File: src/rtl/multicycle_control_if.sv
// Control/status bundle between the multi-cycle sequencer and the shared datapath.
// The master side is the sequencer; the slave side is the datapath and memory.
interface multicycle_control_if;
    logic [5:0] i_opcode;
    logic       i_zero;
    logic       i_mem_ack;
    logic       o_mem_req;
    logic       o_mem_read;
    logic       o_mem_write;
    logic       o_iord;
    logic       o_ir_write;
    logic       o_pc_write;
    logic [1:0] o_pc_src;
    logic       o_alu_src_a;
    logic [1:0] o_alu_src_b;
    logic       o_zero_ext;
    logic [5:0] o_alu_op;
    logic       o_reg_write;
    logic       o_reg_dst;
    logic       o_mem_to_reg;
    logic       o_trap;
    logic [1:0] o_trap_cause;
    logic [3:0] o_state;

    modport master (
        input  i_opcode, i_zero, i_mem_ack,
        output o_mem_req, o_mem_read, o_mem_write, o_iord, o_ir_write, o_pc_write,
               o_pc_src, o_alu_src_a, o_alu_src_b, o_zero_ext, o_alu_op,
               o_reg_write, o_reg_dst, o_mem_to_reg, o_trap, o_trap_cause, o_state
    );

    modport slave (
        output i_opcode, i_zero, i_mem_ack,
        input  o_mem_req, o_mem_read, o_mem_write, o_iord, o_ir_write, o_pc_write,
               o_pc_src, o_alu_src_a, o_alu_src_b, o_zero_ext, o_alu_op,
               o_reg_write, o_reg_dst, o_mem_to_reg, o_trap, o_trap_cause, o_state
    );
endinterface

File: src/rtl/multicycle_control.sv
// Main sequencer of the multi-cycle MIPS core: steps the shared ALU/memory
// datapath through fetch/decode/execute/memory/writeback, with bus timeout and illegal-op traps.
module multicycle_control #(
    parameter int MEM_TIMEOUT = 15
) (
    input logic                  i_clk,
    input logic                  i_rst_n,
    multicycle_control_if.master bus
);

    typedef enum logic [3:0] {
        S_IDLE   = 4'd0,
        S_FETCH  = 4'd1,
        S_DECODE = 4'd2,
        S_MEMADR = 4'd3,
        S_MEMRD  = 4'd4,
        S_MEMWB  = 4'd5,
        S_MEMWR  = 4'd6,
        S_EXEC   = 4'd7,
        S_ALUWB  = 4'd8,
        S_BRANCH = 4'd9,
        S_JUMP   = 4'd10,
        S_IEXEC  = 4'd11,
        S_IWB    = 4'd12,
        S_TRAP   = 4'd13
    } state_e;

    localparam logic [7:0] TMO_LAST = 8'(MEM_TIMEOUT - 1);

    state_e     state_q, state_d;
    logic [7:0] cnt_q, cnt_d;
    logic       trap_q, trap_d;
    logic [1:0] cause_q, cause_d;
    logic       store_q, store_d;
    logic       mem_req;
    logic       tmo_hit;

    assign mem_req = (state_q == S_FETCH) || (state_q == S_MEMRD) || (state_q == S_MEMWR);
    // This cycle would be the MEM_TIMEOUT-th unacknowledged one; an ack here still wins.
    assign tmo_hit = mem_req && !bus.i_mem_ack && (cnt_q == TMO_LAST);

    always_comb begin
        state_d = state_q;
        trap_d  = trap_q;
        cause_d = cause_q;
        store_d = store_q;
        case (state_q)
            S_IDLE:  state_d = S_FETCH;
            S_FETCH: begin
                if (bus.i_mem_ack)  state_d = S_DECODE;
                else if (tmo_hit) begin
                    state_d = S_TRAP;
                    trap_d  = 1'b1;
                    cause_d = 2'b10;
                end
            end
            S_DECODE: begin
                // Load/store direction is latched here so MEMADR need not look at the opcode.
                store_d = (bus.i_opcode == 6'h2B);
                case (bus.i_opcode)
                    6'h23, 6'h2B:               state_d = S_MEMADR;
                    6'h00:                      state_d = S_EXEC;
                    6'h04, 6'h05:               state_d = S_BRANCH;
                    6'h02:                      state_d = S_JUMP;
                    6'h08, 6'h09, 6'h0D, 6'h0F: state_d = S_IEXEC;
                    default: begin
                        state_d = S_TRAP;
                        trap_d  = 1'b1;
                        cause_d = 2'b01;
                    end
                endcase
            end
            S_MEMADR: state_d = store_q ? S_MEMWR : S_MEMRD;
            S_MEMRD, S_MEMWR: begin
                if (bus.i_mem_ack)  state_d = (state_q == S_MEMRD) ? S_MEMWB : S_FETCH;
                else if (tmo_hit) begin
                    state_d = S_TRAP;
                    trap_d  = 1'b1;
                    cause_d = 2'b10;
                end
            end
            S_MEMWB:  state_d = S_FETCH;
            S_EXEC:   state_d = S_ALUWB;
            S_ALUWB:  state_d = S_FETCH;
            S_BRANCH: state_d = S_FETCH;
            S_JUMP:   state_d = S_FETCH;
            S_IEXEC:  state_d = S_IWB;
            S_IWB:    state_d = S_FETCH;
            S_TRAP:   state_d = S_TRAP;
            default:  state_d = S_IDLE;
        endcase

        cnt_d = cnt_q;
        if ((state_d != state_q) || bus.i_mem_ack) cnt_d = 8'd0;
        else if (mem_req)                          cnt_d = cnt_q + 8'd1;
    end

    always_ff @(posedge i_clk or negedge i_rst_n) begin
        if (!i_rst_n) begin
            state_q <= S_IDLE;
            cnt_q   <= 8'd0;
            trap_q  <= 1'b0;
            cause_q <= 2'b00;
            store_q <= 1'b0;
        end else begin
            state_q <= state_d;
            cnt_q   <= cnt_d;
            trap_q  <= trap_d;
            cause_q <= cause_d;
            store_q <= store_d;
        end
    end

    always_comb begin
        bus.o_mem_req    = mem_req;
        bus.o_mem_read   = 1'b0;
        bus.o_mem_write  = 1'b0;
        bus.o_iord       = 1'b0;
        bus.o_ir_write   = 1'b0;
        bus.o_pc_write   = 1'b0;
        bus.o_pc_src     = 2'b00;
        bus.o_alu_src_a  = 1'b0;
        bus.o_alu_src_b  = 2'b00;
        bus.o_zero_ext   = 1'b0;
        bus.o_alu_op     = 6'h00;
        bus.o_reg_write  = 1'b0;
        bus.o_reg_dst    = 1'b0;
        bus.o_mem_to_reg = 1'b0;
        case (state_q)
            S_FETCH: begin
                bus.o_mem_read  = 1'b1;
                bus.o_alu_src_b = 2'b01;
                bus.o_alu_op    = 6'h08;
                bus.o_ir_write  = bus.i_mem_ack;
                bus.o_pc_write  = bus.i_mem_ack;
            end
            S_DECODE: begin
                bus.o_alu_src_b = 2'b11;
                bus.o_alu_op    = 6'h08;
            end
            S_MEMADR: begin
                bus.o_alu_src_a = 1'b1;
                bus.o_alu_src_b = 2'b10;
                bus.o_alu_op    = 6'h08;
            end
            S_MEMRD: begin
                bus.o_mem_read = 1'b1;
                bus.o_iord     = 1'b1;
            end
            S_MEMWB: begin
                bus.o_reg_write  = 1'b1;
                bus.o_mem_to_reg = 1'b1;
            end
            S_MEMWR: begin
                bus.o_mem_write = 1'b1;
                bus.o_iord      = 1'b1;
            end
            S_EXEC: bus.o_alu_src_a = 1'b1;
            S_ALUWB: begin
                bus.o_reg_write = 1'b1;
                bus.o_reg_dst   = 1'b1;
            end
            S_BRANCH: begin
                bus.o_alu_src_a = 1'b1;
                bus.o_alu_op    = 6'h04;
                bus.o_pc_src    = 2'b01;
                bus.o_pc_write  = ((bus.i_opcode == 6'h04) && bus.i_zero) ||
                                  ((bus.i_opcode == 6'h05) && !bus.i_zero);
            end
            S_JUMP: begin
                bus.o_pc_src   = 2'b10;
                bus.o_pc_write = 1'b1;
            end
            S_IEXEC: begin
                bus.o_alu_src_a = 1'b1;
                bus.o_alu_src_b = 2'b10;
                bus.o_alu_op    = bus.i_opcode;
                bus.o_zero_ext  = (bus.i_opcode == 6'h0D);
            end
            S_IWB: bus.o_reg_write = 1'b1;
            default: ;
        endcase
    end

    assign bus.o_trap       = trap_q;
    assign bus.o_trap_cause = cause_q;
    assign bus.o_state      = state_q;

endmodule

File: src/flat_wrapper.sv
// flat-port wrapper written by rule: the top's interface ports become plain ports
module multicycle_control_flat 
#(
    parameter int MEM_TIMEOUT = 15
)
  (i_clk, i_rst_n, bus_i_opcode, bus_i_zero, bus_i_mem_ack, bus_o_mem_req, bus_o_mem_read, bus_o_mem_write, bus_o_iord, bus_o_ir_write, bus_o_pc_write, bus_o_pc_src, bus_o_alu_src_a, bus_o_alu_src_b, bus_o_zero_ext, bus_o_alu_op, bus_o_reg_write, bus_o_reg_dst, bus_o_mem_to_reg, bus_o_trap, bus_o_trap_cause, bus_o_state);
  multicycle_control_if bus_i ();
  input logic i_clk;
  input logic i_rst_n;
  input wire logic [$bits(bus_i.i_opcode)-1:0] bus_i_opcode;
  input wire logic [$bits(bus_i.i_zero)-1:0] bus_i_zero;
  input wire logic [$bits(bus_i.i_mem_ack)-1:0] bus_i_mem_ack;
  output wire logic [$bits(bus_i.o_mem_req)-1:0] bus_o_mem_req;
  output wire logic [$bits(bus_i.o_mem_read)-1:0] bus_o_mem_read;
  output wire logic [$bits(bus_i.o_mem_write)-1:0] bus_o_mem_write;
  output wire logic [$bits(bus_i.o_iord)-1:0] bus_o_iord;
  output wire logic [$bits(bus_i.o_ir_write)-1:0] bus_o_ir_write;
  output wire logic [$bits(bus_i.o_pc_write)-1:0] bus_o_pc_write;
  output wire logic [$bits(bus_i.o_pc_src)-1:0] bus_o_pc_src;
  output wire logic [$bits(bus_i.o_alu_src_a)-1:0] bus_o_alu_src_a;
  output wire logic [$bits(bus_i.o_alu_src_b)-1:0] bus_o_alu_src_b;
  output wire logic [$bits(bus_i.o_zero_ext)-1:0] bus_o_zero_ext;
  output wire logic [$bits(bus_i.o_alu_op)-1:0] bus_o_alu_op;
  output wire logic [$bits(bus_i.o_reg_write)-1:0] bus_o_reg_write;
  output wire logic [$bits(bus_i.o_reg_dst)-1:0] bus_o_reg_dst;
  output wire logic [$bits(bus_i.o_mem_to_reg)-1:0] bus_o_mem_to_reg;
  output wire logic [$bits(bus_i.o_trap)-1:0] bus_o_trap;
  output wire logic [$bits(bus_i.o_trap_cause)-1:0] bus_o_trap_cause;
  output wire logic [$bits(bus_i.o_state)-1:0] bus_o_state;
  assign bus_i.i_opcode = bus_i_opcode;
  assign bus_i.i_zero = bus_i_zero;
  assign bus_i.i_mem_ack = bus_i_mem_ack;
  assign bus_o_mem_req = bus_i.o_mem_req;
  assign bus_o_mem_read = bus_i.o_mem_read;
  assign bus_o_mem_write = bus_i.o_mem_write;
  assign bus_o_iord = bus_i.o_iord;
  assign bus_o_ir_write = bus_i.o_ir_write;
  assign bus_o_pc_write = bus_i.o_pc_write;
  assign bus_o_pc_src = bus_i.o_pc_src;
  assign bus_o_alu_src_a = bus_i.o_alu_src_a;
  assign bus_o_alu_src_b = bus_i.o_alu_src_b;
  assign bus_o_zero_ext = bus_i.o_zero_ext;
  assign bus_o_alu_op = bus_i.o_alu_op;
  assign bus_o_reg_write = bus_i.o_reg_write;
  assign bus_o_reg_dst = bus_i.o_reg_dst;
  assign bus_o_mem_to_reg = bus_i.o_mem_to_reg;
  assign bus_o_trap = bus_i.o_trap;
  assign bus_o_trap_cause = bus_i.o_trap_cause;
  assign bus_o_state = bus_i.o_state;
  multicycle_control #(.MEM_TIMEOUT(MEM_TIMEOUT)) u_core (.i_clk(i_clk), .i_rst_n(i_rst_n), .bus(bus_i));
endmodule
File: config.mk
export PLATFORM = sky130hd
export DESIGN_NAME = multicycle_control_flat
export DESIGN_NICKNAME = d
export VERILOG_FILES = /design/src/rtl/multicycle_control_if.sv /design/src/rtl/multicycle_control.sv /design/src/flat_wrapper.sv
export SDC_FILE = /design/constraint.sdc
export NUM_CORES = 1
export LEC_CHECK = 0
export CAP_MARGIN = 20
export CORE_MARGIN = 3
export CORE_UTILIZATION = 40
export CTS_CLUSTER_DIAMETER = 40
export DETAILED_ROUTE_END_ITERATION = 7
export PLACE_DENSITY_LB_ADDON = 0.15
export SLEW_MARGIN = 20
export SYNTH_ARGS = -nofsm -noshare
export SYNTH_HDL_FRONTEND = slang
export SYNTH_SLANG_ARGS = --single-unit
File: constraint.sdc
create_clock -name i_clk -period 2.2 [get_ports i_clk]
set_input_delay 0.66 -clock i_clk [delete_from_list [all_inputs] [get_ports i_clk]]
set_output_delay 0.66 -clock i_clk [all_outputs]
set_load 0.03 [all_outputs]
==> reports/results.ini <==
[worst_setup_path]
crit_slowest_cell=nor4b_4
crit_path_max_incr_delay_ns=0.31
crit_arrival_ns=1.62
r2r-start=u_core.cnt_q[0]
ff2ff_path_depth=8
critPathTopFamily=simple AND/OR/NAND/NOR gates
r2r_end=u_core.bus.o_state[1]
crit_fanout=2
crit_path_end_kind=primary output
cpMostUsedCell=buf_6
path_cells=buf_6 > nor4b_4 > nand2_2 > o32ai_4 > buf_6
path_class=primary input to primary output
required_ns=1.54
ff2ff_setup_slack_ns=0.10
critPathBufInv=2
start_kind=primary input

[cells_and_area]
layout_common_cells=buf_4 (59), nand2_1 (18), nor2_1 (18)
layout_commonest_cell=buf_4
antenna_cells=0
num-nets-final=284
stdcell_area_um2=2530
drive_above_1_share_pct=48.7
syn_to_final_growth_pct=58.2

[clocking]
cts_max_path_buffers=2
clock_sinks=16
tritoncts=done
path_clk_slew_ns=0.06
cts_buffers=3
cts_root_buf=clkbuf_8
clk_latency_ns=0.26
htreeDepth=1

[die]
start_util_pct=42.5
die_height_um=69.3
io_pins=38
core.rowCount=22
dieWidth_um=69.3
fp.dieArea_um2=4800
core_um2=3770

[placement]
place_area_um2=2280
port_buffers=37
place.gp.congestion=0.856
dp_hpwl_um=3680
post-place-ws_ns=-0.560

[timing]
skew_ns=0.00713
period_share_pct=103
finalHoldViolations=0
maxSlewViolCount=0
fin_ws_ns=-0.0754
fmax_ghz=0.439
worst_pin_slew_ns=0.428
finalSetupViolCount=1
slew_headroom_pct=71.4
rsz0062_at_grt=true
fin_crit_ns=2.28

[power]
switching_share_pct=49.8
clockPowerShare_pct=8.7
p_per_area_nw_per_um2=1210
combPwrFrac_pct=77.3
p_sw_mw=1.53
ir_drop_mv=0.610
intPower_mw=1.54
cellLeakagePower_nw=1.11
p_seq_share_pct=14.0

[run]
cap_violations=0

[yosys]
synthDistinctLibCells=61
synth_ff_type=dfrtp_1
synth_edf_count=0
netlist_instances=196
synth_seq_cells=16
ys_seq_area_share_pct=25.0
syn-num-nets=208
synth.avg_cell_area_um2=8.17
synth_warnings=0
syn_area_um2=1600
ys_async_sr_fraction_pct=100

[route]
vias=1747
postRouteAntennaNets=0
drt_first_pass_iters=4
post_drt_wl_per_cell_um=16.4
drtIter0Drc=134
vias_per_cell=5.48
wirelength_um=5230
route.detailed.drc=0

[worst_hold_path]
hp-class=flip-flop to flip-flop
holdPathStages=1
hold_start=u_core.bus.o_trap
min_to=u_core.bus.o_trap

[global_route]
grt_pass1_wl_um=8400
grt_max_degree=27
antenna_found_initial=0
grtUsageMet1_pct=28.5
grt_busiest_layer=met2
met3_usage_pct=2.90
grt_overflow=0
grt_use_met2_pct=36.7
grt_pass1_vias=1683
grt_usage_pct=20.9

[run_status]
status=finished with violations
violations=negative setup slack

Yosys cell counts, types with 2 or more instances:
master | n | area share (%)
nand2_1 | 20 | 4.7
nor2b_1 | 2 | 0.78
clkbuf_1 | 5 | 1.2
a21oi_1 | 10 | 3.1
o22ai_1 | 2 | 0.78
xor2_1 | 5 | 2.7
and3_1 | 2 | 0.78
ha_1 | 2 | 1.6
nor2_1 | 24 | 5.6
xnor2_1 | 4 | 2.2
and2_1 | 3 | 1.2
a211oi_1 | 3 | 1.4
nor2_2 | 7 | 2.7
nor3_1 | 7 | 2.2
nand3_1 | 5 | 1.6
o21ai_0 | 8 | 2.5
nand2b_1 | 7 | 2.7
inv_1 | 7 | 1.6
o31ai_1 | 2 | 0.94
a21o_1 | 2 | 0.94
or3b_1 | 3 | 1.6
dfrtp_1 | 16 | 25
buf_1 | 3 | 0.70
buf_2 | 6 | 1.9
or2_1 | 2 | 0.78
a2111oi_4 | 4 | 6.9
power by group through the flow:
stage | clock [mW] | combinational, mW | sequential (mW)
after floorplan | 0 | 1.27 | 0.484
after global placement | 0 | 2.00 | 0.449
after detailed placement | 0 | 2.03 | 0.452
after CTS | 0.274 | 2.17 | 0.420
after global routing | 0.280 | 2.52 | 0.435
final | 0.268 | 2.37 | 0.429
cells by family (layout without fill, tap and decap cells):
logic type	count (synthesis)	in the layout	synth area share, %
mux	2	2	1.33
flops	16	16	25.0
xor+xnor	9	9	4.92
fa+ha+maj	2	2	1.56
simple gates	92	92	31.1
compound gates	52	52	29.5
buf+inv	23	98	6.56
cell type report:
type / count / area [um^2]
Timing Repair Buffer: 87 / 739
Fill cell: 311 / 1240
Inverter: 7 / 26.3
Multi-Input combinational cell: 157 / 1250
Tap cell: 48 / 60.1
Sequential cell: 16 / 405
Clock buffer: 4 / 55.1
how the worst max path moves through the flow:
stage | to | slack, ns | cells after the start | startpoint
5_1_grt | bus_o_pc_write | -0.11 | 5 | u_core.bus.o_state[2]
6_report | bus_o_pc_write | -0.08 | 5 | bus_i_opcode[4]
4_1_cts | bus_o_pc_write | -0.09 | 4 | bus_i_zero
3_5_place_dp | bus_o_pc_write | -0.56 | 5 | bus_i_opcode[1]
2_1_floorplan | bus_o_pc_write | -0.21 | 6 | u_core.bus.o_state[2]
3_3_place_gp | bus_o_pc_write | -0.50 | 5 | bus_i_opcode[1]
metrics by stage:
| stage | setup TNS [ns] | utilization, % | std cells | power [mW] | hold slack [ns] |
|---|---|---|---|---|---|
| after floorplan | -0.207 | - | 196 | 1.75 | 0.364 |
| after global placement | -5.45 | 60.6 | 303 | 2.45 | 0.450 |
| after detailed placement | -6.15 | 60.6 | 303 | 2.48 | 0.484 |
| after CTS | -0.0875 | 63.9 | 312 | 2.87 | 0.503 |
| after global routing | -0.133 | 67.2 | 319 | 3.24 | 0.518 |
| final | -0.0754 | 67.2 | 319 | 3.07 | 0.494 |
state kept, by name, summed over array words and instances (netlist names):
name,count
u_core.bus.o_trap_cause,2
u_core.bus.o_trap,1
u_core.cnt_q,8
u_core.store_q,1
u_core.bus.o_state,4
routing by layer:
metal | routed length (um) | up-vias
met5 | 0 | -
met4 | 33 | 0
met3 | 277 | 5
met2 | 2570 | 53
met1 | 2350 | 835
li1 | - | 854
repair_timing:
action                     in CTS  in global routing
pin swaps                       6                  3
hold buffers                    0                  0
buffers inserted                5                  6
setup endpoints to repair      23                 17
gates cloned                    0                  1
resized for setup              41                 23
Power figures use the tool's default switching activity.
